`src/rtl/uart_pkg.sv`:
```
// Shared UART constants and the byte type used by the receive-side buffer.
package uart_pkg;

   localparam int unsigned UART_DATA_W            = 8;
   localparam int unsigned UART_RX_FIFO_DEPTH_DEF = 16;
   localparam int unsigned UART_RX_TIMEOUT_DEF    = 17_360;

   typedef logic [UART_DATA_W-1:0] uart_byte_t;

endpackage

```
`src/rtl/uart_fifo_mem.sv`:
```
// Dual-port storage array: synchronous write, asynchronous (show-ahead) read.
module uart_fifo_mem #(
   parameter int unsigned DEPTH  = 16,
   parameter int unsigned DATA_W = 8
) (
   input  logic                     clk,
   input  logic                     i_wr_en,
   input  logic [$clog2(DEPTH)-1:0] i_wr_addr,
   input  logic [DATA_W-1:0]        i_wr_data,
   input  logic [$clog2(DEPTH)-1:0] i_rd_addr,
   output logic [DATA_W-1:0]        o_rd_data
);

   logic [DATA_W-1:0] r_mem [DEPTH];

   // Contents are intentionally not reset; validity is tracked by the pointers.
   always_ff @(posedge clk) begin
      if (i_wr_en) begin
         r_mem[i_wr_addr] <= i_wr_data;
      end
   end

   assign o_rd_data = r_mem[i_rd_addr];

endmodule

```
`src/rtl/uart_rx_fifo.sv`:
```
// Receive byte buffer behind the UART receiver: overrun detection and an optional
// character timeout compiled in with UART_RX_FIFO_TIMEOUT_EN.
module uart_rx_fifo
   import uart_pkg::*;
#(
   parameter int unsigned DEPTH          = UART_RX_FIFO_DEPTH_DEF,
   parameter int unsigned TIMEOUT_CYCLES = UART_RX_TIMEOUT_DEF
) (
   input  logic                   clk,
   input  logic                   reset_n,
   input  logic [UART_DATA_W-1:0] rx_data,
   input  logic                   rx_valid,
   output logic [UART_DATA_W-1:0] m_data,
   output logic                   m_valid,
   input  logic                   m_ready,
   output logic [$clog2(DEPTH):0] level,
   output logic                   full,
   output logic                   empty,
   output logic                   overrun,
   input  logic                   overrun_clr,
   output logic                   timeout
);

   localparam int unsigned AW = $clog2(DEPTH);
   localparam int unsigned LW = AW + 1;

   logic [LW-1:0]      r_wr_ptr;
   logic [LW-1:0]      r_rd_ptr;
   logic               r_overrun;
   logic [LW-1:0]      w_level;
   logic               w_full;
   logic               w_empty;
   logic               w_push;
   logic               w_pop;
   logic               w_drop;
   uart_byte_t         w_rd_data;

   // Occupancy from the extra-MSB pointers, modulo 2*DEPTH.
   assign w_level = r_wr_ptr - r_rd_ptr;
   assign w_full  = (w_level == LW'(DEPTH));
   assign w_empty = (w_level == '0);

   // A pop frees a slot in the same cycle, so a full buffer still accepts a byte.
   assign w_pop  = ~w_empty & m_ready;
   assign w_push = rx_valid & (~w_full | w_pop);
   assign w_drop = rx_valid & w_full & ~w_pop;

   always_ff @(posedge clk or negedge reset_n) begin
      if (!reset_n) begin
         r_wr_ptr <= '0;
         r_rd_ptr <= '0;
      end else begin
         if (w_push) begin
            r_wr_ptr <= r_wr_ptr + LW'(1);
         end
         if (w_pop) begin
            r_rd_ptr <= r_rd_ptr + LW'(1);
         end
      end
   end

   // Sticky overrun; a drop in the same cycle as a clear keeps it set.
   always_ff @(posedge clk or negedge reset_n) begin
      if (!reset_n) begin
         r_overrun <= 1'b0;
      end else if (w_drop) begin
         r_overrun <= 1'b1;
      end else if (overrun_clr) begin
         r_overrun <= 1'b0;
      end
   end

   uart_fifo_mem #(
      .DEPTH  (DEPTH),
      .DATA_W (UART_DATA_W)
   ) u_mem (
      .clk       (clk),
      .i_wr_en   (w_push),
      .i_wr_addr (r_wr_ptr[AW-1:0]),
      .i_wr_data (rx_data),
      .i_rd_addr (r_rd_ptr[AW-1:0]),
      .o_rd_data (w_rd_data)
   );

`ifdef UART_RX_FIFO_TIMEOUT_EN
   localparam int unsigned CW = (TIMEOUT_CYCLES > 1) ? $clog2(TIMEOUT_CYCLES) : 1;
   localparam logic [CW-1:0] TO_MAX = CW'(TIMEOUT_CYCLES - 1);

   logic [CW-1:0] r_to_cnt;

   // Idle counter: restarts on any traffic or while empty, saturates at TO_MAX.
   always_ff @(posedge clk or negedge reset_n) begin
      if (!reset_n) begin
         r_to_cnt <= '0;
      end else if (w_push | w_pop | w_empty) begin
         r_to_cnt <= '0;
      end else if (r_to_cnt != TO_MAX) begin
         r_to_cnt <= r_to_cnt + CW'(1);
      end
   end

   assign timeout = (r_to_cnt == TO_MAX) & ~w_empty;
`else
   logic w_unused_timeout_cfg;

   assign w_unused_timeout_cfg = ^(32'(TIMEOUT_CYCLES));
   assign timeout              = 1'b0;
`endif

   assign level   = w_level;
   assign full    = w_full;
   assign empty   = w_empty;
   assign m_valid = ~w_empty;
   assign m_data  = w_empty ? '0 : w_rd_data;
   assign overrun = r_overrun;

endmodule

```
`config.mk`:
```
export PLATFORM = sky130hd
export DESIGN_NAME = uart_rx_fifo
export DESIGN_NICKNAME = d
export VERILOG_FILES = /design/src/rtl/uart_pkg.sv /design/src/rtl/uart_fifo_mem.sv /design/src/rtl/uart_rx_fifo.sv
export SDC_FILE = /design/constraint.sdc
export NUM_CORES = 1
export LEC_CHECK = 0
export CAP_MARGIN = 20
export CORE_AREA = 2 2 123 113
export DETAILED_ROUTE_END_ITERATION = 7
export DIE_AREA = 0 0 125 115
export PLACE_DENSITY = 0.58
export SLEW_MARGIN = 30
export SYNTH_ARGS = -nofsm -noshare
export SYNTH_HDL_FRONTEND = slang
export SYNTH_HIERARCHICAL = 1
export SYNTH_SLANG_ARGS = --single-unit
```
`constraint.sdc`:
```
create_clock -name clk -period 4 [get_ports clk]
set_input_delay 1 -clock clk [delete_from_list [all_inputs] [get_ports clk]]
set_output_delay 1 -clock clk [all_outputs]
set_load 0.005 [all_outputs]
```
Word-level counts from Yosys, hierarchy flattened
Memory sizes are Yosys's and may differ from the RTL's. Cells that the tools add are included.

Register bits after elaboration: 11. RAM bits: 128. Input port bits: 13. Output and inout bits: 18. Word-level logic and storage cells: 23. Memories: 1.

Memories: u_mem.r_mem (words 16, width 8, rd ports 1, clocked after Yosys merged registers in 0, write ports 1, RTL line uart_fifo_mem.sv:14) `logic [DATA_W-1:0] r_mem [DEPTH];`.

$add $sub $neg: 3. Eq/ne operators: 1. Muxes and demuxes: 5. Bitwise logic cells: 8. Reduce and logical (&&, ||, !) cells: 2.

Operators by type and width (count): adder 5 x 1 -> 5 bit, second input constant (2); 2-to-1 mux 8 bit (1); equality test 5 bit, second input constant (1); zero test 5 bit (1); subtractor 5 bit (1); bitwise AND 1 bit (4); 2-to-1 mux 1 bit (4); inverter 1 bit (3); nonzero test 2 bit (1); bitwise OR 1 bit (1).

Logic depth before layout (Yosys ltp)
Gate-level depths: netlist of the first run.

Depth after elaboration: 8. Depth in mapped cells: 10.

Cells and area by module
The synthesis of the first run kept the hierarchy.

Modules (own cells, without submodules): uart_fifo_mem (instances 1, cells an instance 221, area each 4987.3 um^2, seq. area each 3843.7 um^2); uart_rx_fifo (instances 1, cells an instance 80, area each 789.5 um^2, seq. area each 275.3 um^2).

Worst setup path before layout of the first run
No wires, ideal clock.

Path type: register to register. Start point: register r_wr_ptr[0]. End point: memory u_mem.r_mem[0][0] (enable). Library setup time: 0.383 ns. Data arrival time: 3.202 ns. Data required time: 3.617 ns. Path slack: 0.414 ns. Cell stages (with the launch flop): 11. Path buffers: 0. Cell sequence: dfrtp_1 > inv_1 > ha_1 > inv_1 > fa_1 > xor2_1 > and4b_1 > o2111ai_2 > and2_4 > or3b_2 > nor3_1.

Word-level cells in the longest chain between the ends: 8.

Ends and longest elaborated chain: start: declaration (RTL line uart_rx_fifo.sv:27) `logic [LW-1:0] r_wr_ptr;`; start signal: assignment (RTL line uart_rx_fifo.sv:54) `r_wr_ptr <= r_wr_ptr + LW'(1);`; subtractor 5 bit (*) (RTL line uart_rx_fifo.sv:39) `assign w_level = r_wr_ptr - r_rd_ptr;`; net level[2] (RTL line uart_rx_fifo.sv:16) `output logic [$clog2(DEPTH):0] level,`; zero test 5 bit (RTL line uart_rx_fifo.sv:41) `assign w_empty = (w_level == '0);`; inverter 1 bit (RTL line uart_rx_fifo.sv:44) `assign w_pop = ~w_empty & m_ready;`; bitwise AND 1 bit (RTL line uart_rx_fifo.sv:44); bitwise OR 1 bit (*) (RTL line uart_rx_fifo.sv:45) `assign w_push = rx_valid & (~w_full | w_pop);`; bitwise AND 1 bit (*) (RTL line uart_rx_fifo.sv:45); net w_push (RTL line uart_rx_fifo.sv:33) `logic w_push;`; 2-to-1 mux 1 bit (*) (RTL line uart_fifo_mem.sv:18) `if (i_wr_en) begin`; 2-to-1 mux 1 bit (not written as such) (*) (RTL line uart_fifo_mem.sv:19) `r_mem[i_wr_addr] <= i_wr_data;`; end: declaration (RTL line uart_fifo_mem.sv:14).

Mark *: on every way through the listed nets, which the timed path passes. The rest lies on a longest branch.

Final worst setup path of the first run
Start point: register r_wr_ptr[0]. End point: output m_data[6].

Word-level cells in the longest chain between the ends: 3.

Ends and longest elaborated chain: subtractor 5 bit (RTL line uart_rx_fifo.sv:39); zero test 5 bit (RTL line uart_rx_fifo.sv:41); 2-to-1 mux 8 bit (RTL line uart_rx_fifo.sv:114) `assign m_data = w_empty ? '0 : w_rd_data;`; end: declaration (RTL line uart_rx_fifo.sv:13) `output logic [UART_DATA_W-1:0] m_data,`.

Every way passes these cells.

==> summary.md, run 1 <==
| Metric | Value |
|---|---|
| Max-cap violations | 0 |
| Crit path cell chain | inv_2 -> ha_1 -> inv_1 -> fa_2 -> xor2_4 -> and4b_2 -> o2bb2ai_4 -> buf_6 -> and2_1 -> clkdlybuf4s50_1 |
| Initial antenna violation count | 0 |
| Initial DRC count | 259 |
| Gr ovfl total | 0 |
| Row count | 40 |
| Vias in the first global route | 3073 |
| H-tree depth | 4 |
| Skew final | 4.76 ps |
| Die Ht | 115 um |
| Total Routed Length | 11700 um |
| Clock Power Share | 26.0% |
| Synth-to-layout area growth | 21.7% |
| Most frequent cells in the layout | edfxtp_1 (128), buf_4 (26), clkdlybuf4s50_1 (21) |
| Leading area contributor after synthesis | edfxtp_1 |
| Starting Density | 44.1% |
| WP data required | 3000 ps |
| Register bit total from synthesis | 139 |
| R2R setup slack | 620 ps |
| Fmax | 254 MHz |
| Antenna viol nets, final | 0 |
| Int Power | 3.82 mW |
| Tcrit/Tclk final | 98.5% |
| TritonRoute pass-1 iters | 4 |
| Switching pwr | 1.69 mW |
| CTS Root Cell | clkbuf_16 |
| Synth Area per Inst | 19.2 um2 |
| Clock-pin slew on the worst setup and hold paths | 50 ps |
| CTS Hold Bufs | 0 |
| Crit path launch type | flop |
| Cells after synthesis | 301 |
| Crit Path Max Fanout | 5 |
| CORE AREA | 13100 um2 |
| Lkg Pwr | 2.52 nW |
| TritonCTS clock tree | done |
| Synth area leaders | edfxtp_1 (67%), mux4_2 (7.0%), mux4_1 (6.4%) |
| Hpwl dp | 7080 um |
| # port buffers | 29 |
| Tightest hold margin | 495 ps |
| Max rail drop VDD | 384 uV |
| Outcome | complete, no violations |
| CP max stage delay | 490 ps |
| Reg2Reg Capture Point | u_mem/r_mem[0][3]$_DFFE_PP_ |
| Vias per inst | 5.44 |
| Fin. Hold Viols | 0 |
| Fill cells | 1051 |
| Hold EP | r_wr_ptr[4]$_DFFE_PN0P_ |
| GP Congestion | 0.734 |
| Synth Flop Type | edfxtp_1 |
| Clk_lat worst skew | 410 ps |
| Data arrival, critical path | 2940 ps |
| Post-Syn Nets | 321 |
| Post-synth ARST share | 7.91% |
| Hold path cells | 1 |
| Commonest non-fill, non-tap cell in the layout | edfxtp_1 |
| CTS sink count | 139 |
| Pwr Density | 785 nW/um2 |
| Max-slew headroom | 54.7% |
| Fin crit period | 3940 ps |
| Post-synth EDFFs | 128 |
| Switching share of power | 30.7% |
| PnR worst setup slack | 59.3 ps |
| Slowest-stage cell, CP | clkdlybuf4s50_1 |
| Largest net degree at the start of global routing | 36 |
| Sequential power share | 34.3% |
| Worst r2r src | r_wr_ptr[0]$_DFFE_PN0P_ |
| Area share of the largest cell type after synthesis | 66.5% |
| Critical path class | flop to primary output |
| Max Slew Vio Count | 0 |
| Total CTS buffers | 17 |
| Layout cells sized above 1 | 22.0% |
| HP Start | r_wr_ptr[4]$_DFFE_PN0P_ |
| Longest Clk Path Bufs | 2 |
| Seq/Total Area, Yosys | 71.3% |
| Post-Route Setup TNS | 0 ps |
| DIE WIDTH | 125 um |
| Cell Area, Synth | 5780 um2 |
| Combinational Power Share | 39.7% |
| Vias | 2972 |
| Final setup fails | 0 |
| CP endpoint kind | primary output |
| Worst-Margin Slew | 677 ps |
| Reg2reg path depth | 12 |
| Power Total | 5.51 mW |
| I/O pins | 31 |
| DRC | 0 |
| Distinct cells, synth | 39 |
| Routed wire length per instance | 21.5 um |
| Gr usage total | 17.5% |
| Nets@finish | 385 |
| Synth warn | 6 |
| Die ar. | 14400 um2 |
| Final Util | 53.6% |
| First-pass GRT wire length | 18100 um |
| Worst Hold Class | flop to flop |
| ANT cells | 0 |
| DP Worst Slack | 192 ps |
kinds of logic after synthesis:
group / Yosys count / share of synthesized area [%]
adder cells (fa/ha/maj): 7 / 1.65
XOR/XNOR: 11 / 1.67
multiplexers: 34 / 13.8
other: 1 / 0.0649
buffers and inverters: 22 / 2.36
flip-flops: 139 / 71.3
AO/OA/AOI/OAI: 24 / 3.36
AND/OR/NAND/NOR: 63 / 5.83
cell usage after synthesis, types with 2 or more instances:
cell             instances
nand2b_1                 2
dfrtp_1                 11
buf_2                    4
edfxtp_1               128
nand3b_1                 4
clkdlybuf4s25_2          3
xor2_1                   2
mux4_1                  14
nor3_1                   4
and3_1                   5
nand3_1                  7
mux4_2                  18
and2_1                  10
inv_1                   10
buf_6                    3
nand2_1                 11
ha_1                     6
buf_4                    2
a22oi_1                 16
nor2_1                  13
xnor2_1                  9
mux2_1                   2
routing by layer:
layer / global-route usage [%] / wire length (um)
met2: 27.6 / 5620
met4: 5.33 / 90
met1: 24.4 / 5200
met3: 4.75 / 821
met5: 0 / 0
registers in the layout (all words and copies together) (netlist names):
signal       count
overrun          1
r_rd_ptr         5
r_wr_ptr         5
u_mem/r_mem    128
worst max-delay path by stage:
stage / startpoint / end / cells after the start
floorplan: r_wr_ptr[0]$_DFFE_PN0P_ / u_mem/r_mem[0][0]$_DFFE_PP_ / 10
global placement: r_wr_ptr[0]$_DFFE_PN0P_ / m_data[1] / 9
detailed placement: r_wr_ptr[0]$_DFFE_PN0P_ / m_data[3] / 9
CTS: r_wr_ptr[0]$_DFFE_PN0P_ / m_data[3] / 10
global route: r_wr_ptr[0]$_DFFE_PN0P_ / m_data[6] / 10
finish: r_wr_ptr[0]$_DFFE_PN0P_ / m_data[6] / 10
cell type report:
cell class	count	area (um2)	share of cell area, %
timing repair buffer	57	537	7.64
multi-input combinational	140	1580	22.5
tap	168	210	2.99
inverter	10	37.5	0.534
sequential	139	4120	58.6
clock buffer	20	437	6.21
clock inverter	12	105	1.50
power groups by stage:
stage / combinational, mW / sequential [mW] / clock [mW]
after floorplan: 1.23 / 1.91 / 0
after global placement: 2.03 / 1.91 / 0
after detailed placement: 2.04 / 1.92 / 0
after CTS: 2.13 / 1.89 / 1.46
after global routing: 2.37 / 1.91 / 1.52
final: 2.19 / 1.89 / 1.43
worst max-delay path: cells and delay by family, from the launching register on:
kind,cells,cell delay (ps)
DFF,1,380
AOI/OAI and AO/OA,1,160
adders and majority gates,2,600
and+or+nand+nor,2,410
buffers and inverters,4,780
xor gates and xnor gates,1,210
through the flow:
| step | cell area [um2] | std cells |
|---|---|---|
| 2_1_floorplan | 5780 | 301 |
| 3_3_place_gp | 6360 | 508 |
| 3_5_place_dp | 6360 | 508 |
| 4_1_cts | 6950 | 543 |
| 5_1_grt | 7030 | 546 |
| 6_report | 7030 | 546 |
timing repair:
action                     4_1_cts  5_1_grt
setup endpoints to repair       10       10
setup buffers                    3        3
resized for setup                5       16
pin swaps                        1        3
(Power assumes the default switching activity.)
==> run 2, diff against run 1 <==
Settings changed: CTS_BUF_LIST set to sky130_fd_sc_hd__clkbuf_4 sky130_fd_sc_hd__clkbuf_8.
==> summary.md, run 2 (synthesis gave the netlist of run 1 again) <==
| Metric | Value |
|---|---|
| I/O pins | 31 (unchanged) |
| Delay-heaviest family, CP | simple AND/OR/NAND/NOR gates |
| Initial DRC count | 223 (-14%) |
| Critical path class | flop to primary output |
| First-pass GRT wire length | 18000 um (-0.35%) |
| CTS sink count | 139 (unchanged) |
| Largest net degree at the start of global routing | 36 (unchanged) |
| Total Routed Length | 11800 um (+0.19%) |
| Fin cells | 548 (+0.37%) |
| Fmax | 255 MHz (+0.68%) |
| GP Congestion | 0.734 (unchanged) |
| CTS Hold Bufs | 0 (unchanged) |
| Pwr Density | 749 nW/um2 (-4.5%) |
| Tightest hold margin | 497 ps (+1.95 ps) |
| Worst Hold Class | flop to flop |
| WP data required | 3000 ps (about the same) |
| Fin crit period | 3910 ps (-26.5 ps) |
| Gr usage total | 17.6% (+0.086 points) |
| Layout cells sized above 1 | 23.9% (+2.0 points) |
| H-tree depth | 4 (unchanged) |
| Die ar. | 14400 um2 (unchanged) |
| Max reg flops | 128 (unchanged) |
| Final Util | 52.4% (-1.2 points) |
| Most flops, register | u_mem/r_mem |
| Slowest-stage cell, CP | clkdlybuf4s50_1 |
| Starting Density | 44.1% (unchanged) |
| Hpwl dp | 7080 um (unchanged) |
| Max-cap violations | 0 (unchanged) |
| DP Worst Slack | 192 ps (unchanged) |
| Fin area | 6870 um2 (-2.2%) |
| Longest Clk Path Bufs | 2 (unchanged) |
| Initial antenna violation count | 0 (unchanged) |
| TritonRoute pass-1 iters | 4 (unchanged) |
| Row count | 40 (unchanged) |
| Crit Path Max Fanout | 5 (unchanged) |
| Die Ht | 115 um (unchanged) |
| Lkg Pwr | 2.45 nW (-2.7%) |
| CORE AREA | 13100 um2 (unchanged) |
| Antenna viol nets, final | 0 (unchanged) |
| Vias in the first global route | 3070 (-0.098%) |
| Synth-to-layout area growth | 19.0% |
| Total CTS buffers | 17 (unchanged) |
| Commonest non-fill, non-tap cell in the layout | edfxtp_1 |
| Most frequent cells in the layout | edfxtp_1 (128), buf_4 (28), clkdlybuf4s50_1 (21) |
| CP max stage delay | 430 ps (-60 ps) |
| CP endpoint kind | primary output |
| Max rail drop VDD | 330 uV (-14%) |
| Crit path cell chain | inv_2 -> ha_1 -> inv_1 -> fa_2 -> and3_4 -> or3_4 -> o2bb2ai_4 -> buf_6 -> and2_1 -> clkdlybuf4s50_1 |
| Nets@finish | 387 (+0.52%) |
| Outcome | complete, no violations |
| DP Cell Count | 508 (unchanged) |
| Buf/Inv on CP | 4 (unchanged) |
| Skew final | 9.67 ps (+4.91 ps) |
| DRC | 0 (unchanged) |
| Final setup fails | 0 (unchanged) |
| Fin. Hold Viols | 0 (unchanged) |
| Vias | 2982 (+0.34%) |
| Biggest regs | u_mem/r_mem x128, r_rd_ptr x5, r_wr_ptr x5 |
| Clock-pin slew on the worst setup and hold paths | 60 ps (about the same) |
| Data arrival, critical path | 2910 ps (-30 ps) |
| Worst-Margin Slew | 682 ps (+4.78 ps) |
| # port buffers | 29 (unchanged) |
| Clk_lat worst skew | 440 ps (+30 ps) |
| Max Slew Vio Count | 0 (unchanged) |
| Routed wire length per instance | 21.5 um (-0.18%) |
| Placed Area | 6360 um2 (unchanged) |
| CTS Root Cell | clkbuf_8 |
| Max-slew headroom | 54.4% (-0.32 points) |
| TritonCTS clock tree | done |
| Fill cells | 1063 (+1.1%) |
| R2R setup slack | 660 ps (+40 ps) |
| Tcrit/Tclk final | 97.9% (-0.66 points) |
| ANT cells | 0 (unchanged) |
| Crit path launch type | flop |
| Vias per inst | 5.44 (about the same) |
| DIE WIDTH | 125 um (unchanged) |
| PnR worst setup slack | 85.8 ps (+26.5 ps) |
| Gr ovfl total | 0 (unchanged) |
[run 2: cell types whose count changed in the layout (fill, tap and decap cells not counted), sizes merged]
cell	change
buf	+2
[run 2: final timing paths]
kind | from | end | cells after the start
max | r_wr_ptr[0]$_DFFE_PN0P_ | m_data[6] | 10
min | r_wr_ptr[4]$_DFFE_PN0P_ | r_wr_ptr[4]$_DFFE_PN0P_ | 1
max reg2reg | r_wr_ptr[0]$_DFFE_PN0P_ | u_mem/r_mem[0][3]$_DFFE_PP_ | 12
min reg2reg | r_wr_ptr[4]$_DFFE_PN0P_ | r_wr_ptr[4]$_DFFE_PN0P_ | 1
max in group asynchronous | reset_n | r_rd_ptr[0]$_DFFE_PN0N_ | 1
min in group asynchronous | reset_n | r_rd_ptr[1]$_DFFE_PN0N_ | 1
[run 2: cell type report]
type	count	area (um2)	area share, %
Tap cell	168	210	3.06
Timing Repair Buffer	59	552	8.03
Sequential cell	139	4120	60.0
Multi-Input combinational cell	140	1590	23.1
Inverter	10	37.5	0.546
Clock inverter	12	105	1.53
Clock buffer	20	256	3.73
[run 2: stage by stage]
stage / TNS, ps / power (mW)
finish: 0 / 5.15
global route: -4.41 / 5.43
CTS: -113 / 5.08
detailed placement: 0 / 3.96
global placement: 0 / 3.94
floorplan: 0 / 3.14
[run 2: metal layers]
metal | track usage, % | vias up | share of wire, %
met2 | 27.4 | 97 | 48
met4 | 6.89 | 0 | 1.4
met3 | 4.61 | 18 | 6.7
li1 | - | 1347 | -
met1 | 24.3 | 1520 | 43
met5 | 0 | - | 0
[run 2: where the power goes]
part	internal, mW	leakage [nW]	switching (mW)
sequential	1.79	1.29	0.0970
clock	0.557	0.186	0.484
combinational	1.15	0.981	1.07
[run 2: timing repair]
item,4_1_cts,5_1_grt
pin swaps,3,4
gates resized for setup,6,18
endpoints found under the setup margin,10,11
buffers inserted,3,5
